==> src/rtl/nmcu_instr_queue.sv <==
// Instruction/response buffering between the CPU link and the NMCU decoder:
// FWFT instruction FIFO, one-entry response slice, outstanding count, halt gate.
package instr_pkg;
  typedef struct packed {
    logic [7:0]  opcode;
    logic [23:0] operand;
  } instruction_t;

  typedef struct packed {
    logic [1:0] status;
    logic [5:0] rsvd;
    logic [7:0] data;
  } nmcu_cpu_resp_t;
endpackage

module nmcu_instr_queue #(
  parameter int DEPTH = 4,
  parameter int CNT_W = $clog2(DEPTH) + 1
) (
  input  logic                       clk,
  input  logic                       rst_n,
  input  logic                       cpu_instr_valid_i,
  input  instr_pkg::instruction_t    cpu_instr_i,
  output logic                       cpu_instr_ready_o,
  output logic                       dec_instr_valid_o,
  output instr_pkg::instruction_t    dec_instr_o,
  input  logic                       dec_instr_ready_i,
  input  logic                       dec_resp_valid_i,
  input  instr_pkg::nmcu_cpu_resp_t  dec_resp_i,
  output logic                       dec_resp_ready_o,
  output logic                       cpu_resp_valid_o,
  output instr_pkg::nmcu_cpu_resp_t  cpu_resp_o,
  input  logic                       cpu_resp_ready_i,
  input  logic                       flush_i,
  output logic                       halted_o,
  output logic [CNT_W-1:0]           occupancy_o,
  output logic [CNT_W-1:0]           outstanding_o
);
  localparam int PTR_W = CNT_W - 1;
  localparam logic [CNT_W-1:0] CNT_MAX = '1;

  instr_pkg::instruction_t   mem_reg [DEPTH];
  instr_pkg::nmcu_cpu_resp_t resp_reg, resp_next;
  logic [PTR_W-1:0] wr_ptr_reg, wr_ptr_next, rd_ptr_reg, rd_ptr_next;
  logic [CNT_W-1:0] occ_reg, occ_next, out_reg, out_next;
  logic             halted_reg, halted_next, full_reg, full_next;
  logic             push, pop, rsp_in, rsp_out, halt_rsp;

  assign cpu_instr_ready_o = (occ_reg != CNT_W'(DEPTH)) & ~halted_reg & ~flush_i;
  assign dec_instr_valid_o = (occ_reg != '0) & ~halted_reg;
  assign dec_instr_o       = mem_reg[rd_ptr_reg];
  assign dec_resp_ready_o  = ~full_reg | cpu_resp_ready_i;
  assign cpu_resp_valid_o  = full_reg;
  assign cpu_resp_o        = resp_reg;
  assign halted_o          = halted_reg;
  assign occupancy_o       = occ_reg;
  assign outstanding_o     = out_reg;

  assign push     = cpu_instr_valid_i & cpu_instr_ready_o;
  assign pop      = dec_instr_valid_o & dec_instr_ready_i;
  assign rsp_in   = dec_resp_valid_i & dec_resp_ready_o;
  assign rsp_out  = full_reg & cpu_resp_ready_i;
  assign halt_rsp = rsp_in & (dec_resp_i.status == 2'b01);

  always_comb begin
    wr_ptr_next = wr_ptr_reg;
    rd_ptr_next = rd_ptr_reg;
    occ_next    = occ_reg;
    if (push) wr_ptr_next = wr_ptr_reg + PTR_W'(1);
    if (pop)  rd_ptr_next = rd_ptr_reg + PTR_W'(1);
    case ({push, pop})
      2'b10:   occ_next = occ_reg + CNT_W'(1);
      2'b01:   occ_next = occ_reg - CNT_W'(1);
      default: occ_next = occ_reg;
    endcase
    // Flush drops the queue but a pop in the same cycle still counts as issued.
    if (flush_i) begin
      wr_ptr_next = '0;
      rd_ptr_next = '0;
      occ_next    = '0;
    end
  end

  always_comb begin
    out_next = out_reg;
    if (pop && !rsp_in && out_reg != CNT_MAX)
      out_next = out_reg + CNT_W'(1);
    else if (rsp_in && !pop && out_reg != '0)
      out_next = out_reg - CNT_W'(1);
  end

  always_comb begin
    resp_next = resp_reg;
    full_next = full_reg;
    if (rsp_in) begin
      resp_next = dec_resp_i;
      full_next = 1'b1;
    end else if (rsp_out) begin
      full_next = 1'b0;
    end
    // A HALT arriving with a flush wins.
    if (halt_rsp)     halted_next = 1'b1;
    else if (flush_i) halted_next = 1'b0;
    else              halted_next = halted_reg;
  end

  always_ff @(posedge clk) begin
    if (push) mem_reg[wr_ptr_reg] <= cpu_instr_i;
  end

  always_ff @(posedge clk or negedge rst_n) begin
    if (!rst_n) begin
      wr_ptr_reg <= '0;
      rd_ptr_reg <= '0;
      occ_reg    <= '0;
      out_reg    <= '0;
      halted_reg <= 1'b0;
      full_reg   <= 1'b0;
      resp_reg   <= '0;
    end else begin
      wr_ptr_reg <= wr_ptr_next;
      rd_ptr_reg <= rd_ptr_next;
      occ_reg    <= occ_next;
      out_reg    <= out_next;
      halted_reg <= halted_next;
      full_reg   <= full_next;
      resp_reg   <= resp_next;
    end
  end
endmodule

==> config.mk <==
export PLATFORM = sky130hd
export DESIGN_NAME = nmcu_instr_queue
export DESIGN_NICKNAME = d
export VERILOG_FILES = /design/src/rtl/nmcu_instr_queue.sv
export SDC_FILE = /design/constraint.sdc
export NUM_CORES = 1
export LEC_CHECK = 0
export CORE_MARGIN = 4
export CORE_UTILIZATION = 45
export CTS_CLUSTER_SIZE = 8
export DETAILED_ROUTE_END_ITERATION = 10
export GPL_ROUTABILITY_DRIVEN = 0
export PLACE_DENSITY = 0.7
export SYNTH_ARGS = -nofsm -noshare
export SYNTH_HDL_FRONTEND = slang
export SYNTH_SLANG_ARGS = --single-unit
==> constraint.sdc <==
create_clock -name clk -period 3.1 [get_ports clk]
set_clock_uncertainty 0.2 [all_clocks]
set_input_delay 0.775 -clock clk [delete_from_list [all_inputs] [get_ports clk]]
set_output_delay 0.775 -clock clk [all_outputs]
set_load 0.1 [all_outputs]
# --- After elaboration in Yosys (flattened, before gate mapping) ---
# Memories as Yosys holds them, arrays and structs flattened.
# Index checks and enable logic that the tools add are counted.
totals:
  ff_bits: 28
  ramBits: 128
  input_bits: 55
  out_inout_bits: 59
  elab_cells: 61
  memories: 1
mem_list:
  columns: ["name", "depth", "word_bits", "read_ports", "rd_ports_with_merged_regs", "write_ports", "line", "text"]
  rows:
  - ["mem_reg", 4, 32, 1, 0, 1, "42", "instr_pkg::instruction_t mem_reg [DEPTH];"]
op_classes:
  n_addsub: 6
  eq_ne: 5
  mux: 14
  bitwise_logic: 12
  reduce_logical: 14
op_table:
  columns: ["operator", "n"]
  rows:
  - ["2-bit nonzero test", 5]
  - ["3-bit two-way mux", 3]
  - ["3-bit nonzero test", 3]
  - ["1-bit bitwise AND", 8]
  - ["2-bit two-way mux", 4]
  - ["3-bit by 1-bit adder with 3-bit output (second input constant)", 2]
  - ["1-bit two-way mux", 6]
  - ["3-bit != test (second input constant)", 2]
  - ["3-bit case mux with 2 select lines", 1]
  - ["3-bit by 1-bit subtractor with 3-bit output (second input constant)", 2]
  - ["2-bit by 1-bit adder with 2-bit output (second input constant)", 2]
  - ["2-bit by 1-bit equality test with 1-bit output (second input constant)", 2]
  - ["1-bit logical AND", 4]
  - ["1-bit inverter", 3]
  - ["2-bit equality test (second input constant)", 1]
  - ["1-bit zero test", 2]
  - ["1-bit bitwise OR", 1]

# --- Longest topological paths before layout ---
# Gate-level depths: netlist (run 1).
logic_depth:
  ltp_word: 8
  depth_mapped: 9
  depth_no_buf: 9

# --- Worst setup path before layout (run 1) ---
# Ideal clock, no wire load.
synth_timing:
  path_type: "register to output"
  from: "register occ_reg[0] (netlist: occupancy_o[0])"
  to: "output cpu_instr_ready_o"
  arrival_time_ps: 3260
  path_slack_ps: -1135
  path_stages_with_launch: 3
  cell_sequence: "dfrtp_1 nor3b_1 nor3_1"
synth_via:
  elab_chain_len: 3
synth_rtl:
  columns: ["element", "line", "text"]
  rows:
  - ["start: declaration", "45", "logic [CNT_W-1:0] occ_reg, occ_next, out_reg, out_next;"]
  - ["start signal: assignment", "123", "occ_reg <= occ_next;"]
  - ["3-bit != test", "49", "assign cpu_instr_ready_o = (occ_reg != CNT_W'(DEPTH)) & ~halted_reg & ~flush_i;"]
  - ["1-bit bitwise AND (2 in series)", "49", null]
  - ["end: declaration", "24", "output logic cpu_instr_ready_o,"]
# Every way passes these cells.

# --- Final worst setup path (run 1) ---
layout_timing:
  from: "input cpu_resp_ready_i"
  to: "register out_reg[1] (netlist: outstanding_o[1])"
layout_via:
  elab_chain_len: 6
  elab_cells_between_ends: 9
layout_rtl:
  columns: ["element", "line", "text"]
  rows:
  - ["start: declaration", "33", "input logic cpu_resp_ready_i,"]
  - ["1-bit bitwise OR", "52", "assign dec_resp_ready_o = ~full_reg | cpu_resp_ready_i;"]
  - ["1-bit bitwise AND", "61", "assign rsp_in = dec_resp_valid_i & dec_resp_ready_o;"]
  - ["1-bit zero test", "86", "if (pop && !rsp_in && out_reg != CNT_MAX)"]
  - ["1-bit logical AND (2 in series)", "86", null]
  - ["3-bit two-way mux", "86", null]
  - ["net out_next[1]", "45", null]
  - ["end signal: assignment", "124", "out_reg <= out_next;"]
  - ["end: declaration", "45", null]
# The timed path passes the listed nets, and every way through them passes these cells.
# A chain may end at the register's enable or synchronous reset.

==> flow_summary.ini, run 1 <==
[synthesis]
ys_seq_elements = 156
synthTopCellsByArea = edfxtp_1 63%, mux4_2 12%, dfrtp_1 11%
syn_nets = 359
yosysSeqAreaShare = 0.744
yosys.area.top_type = edfxtp_1
yosys_warnings = 0
syn-cell-area_mm2 = 0.00611
synth_top_cell_area_share = 0.629
synth.avg_cell_area_um2 = 20.5
postSynth.asyncResetShare = 0.179
synth_edf_count = 128
ys.flop_type = edfxtp_1
synth.distinct_cells = 46
postSynthCellCount = 298

[die]
fp.dieH_um = 125
floorplan.core_area_mm2 = 0.0133
initial_core_util = 0.460
boundaryPins = 114
die_area_mm2 = 0.0155
placementRows = 42
die_x_um = 125

[status]
status = finished, final reports clean

[global_route]
grt_max_degree = 33
grt_pass1_wl_um = 20100
antenna_found_initial = 0
grt_overflow = 0
grt_pass1_vias = 3680
track_usage = 0.165

[cells_and_area]
layout_common_cells = 128 x edfxtp_1, 54 x clkdlybuf4s50_1, 40 x buf_12, 40 x buf_4, 32 x mux4_2
fillerInstances = 919
final_common_cell = edfxtp_1
area_growth_pct = 40.2
antenna_cells = 0
stdcell_count = 626
final_util = 0.644
largest_register_ffs = 128
nNetsFinal = 498
final_cell_area_mm2 = 0.00857
drive_gt1_frac = 0.391

[route]
viasPerCell = 5.30
avgRoutedWirePerCell_um = 18.8
drc = 0
via_count = 3315
drt-pass1-iter-count = 4
wirelength_um = 11800
drt_iter0_markers = 187
ant_nets = 0

[sta]
worst_slew_pin_slew_ps = 520
min_period_ps = 2880
fin_crit_sh = 0.929
setup_viol = 0
setup_tns_ps = 0
max_freq_mhz = 347
rsz0062_at_grt = false
maxSlewHeadroom = 0.644
drv_slew = 0
hold_viol = 0

[power]
p_int_mw = 5.24
p_sw_mw = 3.45
power_density_mw_per_mm2 = 1010
ir_drop_v = 0.00101
p_leak_nw = 3.05
combPwrFrac = 0.446
pwr-share-clk = 0.256
finalPower_mw = 8.69
seq_power_share = 0.298
sw_frac_of_total = 0.397

[clock_network]
cts_buffer_depth = 2
cts-buffers-inserted = 17
cts_setup_buffers = 0
hold_buffers = 0
ctsHtreeMaxLevel = 4
root_buffer = clkbuf_16
cts_tree = built
clk_pin_slew_worst_paths_ps = 60
cts-resized-gates = 0
clkSinkCount = 156
clock_latency_ps = 410

[setup_path]
crit_buf_inv = 2
reg2reg_from = occupancy_o[0]$_DFFE_PN0P_
cp.required_ps = 3260
cp.depth = 10
cp-startpoint = cpu_resp_ready_i
critPathMaxFanout = 3
critical_path.top_delay_family = compound AO/OA/AOI/OAI gates
regToRegSetupSlack_ps = 520
worstPathCellList = clkdlybuf4s50_1 -> and2b_2 -> inv_4 -> a211oi_4 -> nand2_1 -> fa_1 -> nand2_1 -> a2111o_1 -> o2111ai_1 -> a211o_1
timing.critical_path.from_type = input port
cp_slowest_stage_delay_ps = 540
crit_type = in2reg
crit_slowest_cell = fa_1
cp-endpoint = outstanding_o[1]$_DFFE_PN0P_
cp-end-kind = register
crit_top_cell = nand2_1
r2r-end = occupancy_o[2]$_DFFE_PN0P_
worst-endpoint-arrival_ps = 3040
reg2regPathDepth = 7

[worst_hold_path]
worstHoldPathType = reg2reg
hp-start = cpu_resp_o[14]$_DFFE_PN0P_

[placement]
numPortBuffers = 113
hpwl_um = 7770
dpl.cell_count = 594
place_area_mm2 = 0.00792

[job]
drv_cap = 0
## stage by stage
step	worst slack (ps)	hold slack [ps]
3_3_place_gp	-51.9	273
3_5_place_dp	-128	277
6_report	220	291
4_1_cts	234	294
5_1_grt	116	328
2_1_floorplan	-288	279
## worst min-delay path by stage
stage	endpoint	slack, ps	depth (start not counted)
after floorplan	cpu_resp_o[0]$_DFFE_PN0P_	280	0
after global routing	cpu_resp_o[0]$_DFFE_PN0P_	330	1
after detailed placement	cpu_resp_o[14]$_DFFE_PN0P_	280	2
after CTS	cpu_resp_o[14]$_DFFE_PN0P_	290	2
after global placement	cpu_resp_o[14]$_DFFE_PN0P_	270	2
final	cpu_resp_o[14]$_DFFE_PN0P_	290	2
## cell usage after synthesis (2+ instances only)
| master | n |
|---|---|
| or3_1 | 2 |
| buf_4 | 2 |
| dfrtp_1 | 28 |
| nor2b_1 | 4 |
| nand2_1 | 9 |
| inv_1 | 5 |
| nor3_1 | 5 |
| xnor2_1 | 2 |
| ha_1 | 4 |
| mux2_2 | 18 |
| buf_2 | 5 |
| edfxtp_1 | 128 |
| a21o_1 | 2 |
| nor2_1 | 7 |
| nand3_1 | 2 |
| fa_1 | 2 |
| a211oi_1 | 2 |
| nand2b_1 | 3 |
| mux2i_1 | 2 |
| mux4_2 | 32 |
| o21ai_0 | 2 |
| clkbuf_1 | 5 |
| and2_1 | 4 |
## final cells by class
cell class	instances	area (µm²)	share of cell area
Clock inverter	15	219	0.0256
Tap cell	176	220	0.0257
Sequential cell	156	4550	0.531
Timing Repair Buffer	134	1640	0.192
Clock buffer	17	425	0.0496
Multi-Input combinational cell	122	1490	0.174
Inverter	6	25.0	0.00292
## power groups by stage
stage	clock, mW	combinational [mW]	sequential [mW]
3_3_place_gp	0	3.86	2.62
4_1_cts	2.27	3.91	2.59
5_1_grt	2.37	4.03	2.61
6_report	2.22	3.87	2.59
3_5_place_dp	0	3.89	2.63
2_1_floorplan	0	2.18	3.07
## metal layers
| layer | share of wire | wire length (µm) | global-route usage | up-vias |
|---|---|---|---|---|
| li1 | - | - | - | 1482 |
| met1 | 0.42 | 5010 | 0.209 | 1715 |
| met2 | 0.52 | 6100 | 0.270 | 111 |
| met3 | 0.050 | 595 | 0.0570 | 7 |
| met4 | 0.0074 | 87 | 0.0484 | 0 |
| met5 | 0 | 0 | 0 | - |
## logic make-up (layout without fill, tap and decap cells)
| logic type | count (synthesis) | in the layout | synth area share |
|---|---|---|---|
| XOR/XNOR | 3 | 3 | 0.00430 |
| adder cells (fa/ha/maj) | 6 | 6 | 0.0147 |
| flip-flops | 156 | 156 | 0.744 |
| AND/OR/NAND/NOR | 40 | 40 | 0.0356 |
| multiplexers | 52 | 52 | 0.154 |
| AO/OA/AOI/OAI | 21 | 21 | 0.0313 |
| buffers and inverters | 20 | 172 | 0.0158 |
## worst min-delay path, delay by kind of cell (launching register included)
kind            cells  cell delay (ps)
flops               1              350
simple gates        1               50
compound gates      1               60
Power figures use the tool's default switching activity.
==> run 2: changes to the inputs <==
SLEW_MARGIN = 5   (was default)
==> results of run 2 <==
No change in the layout: final DEF, timing and power equal those of run 1.
==> run 3: changes to the inputs <==
CTS_CLUSTER_SIZE = 14   (was 8)
==> results of run 3 <==
No change in the layout: final DEF, timing and power equal those of run 1.
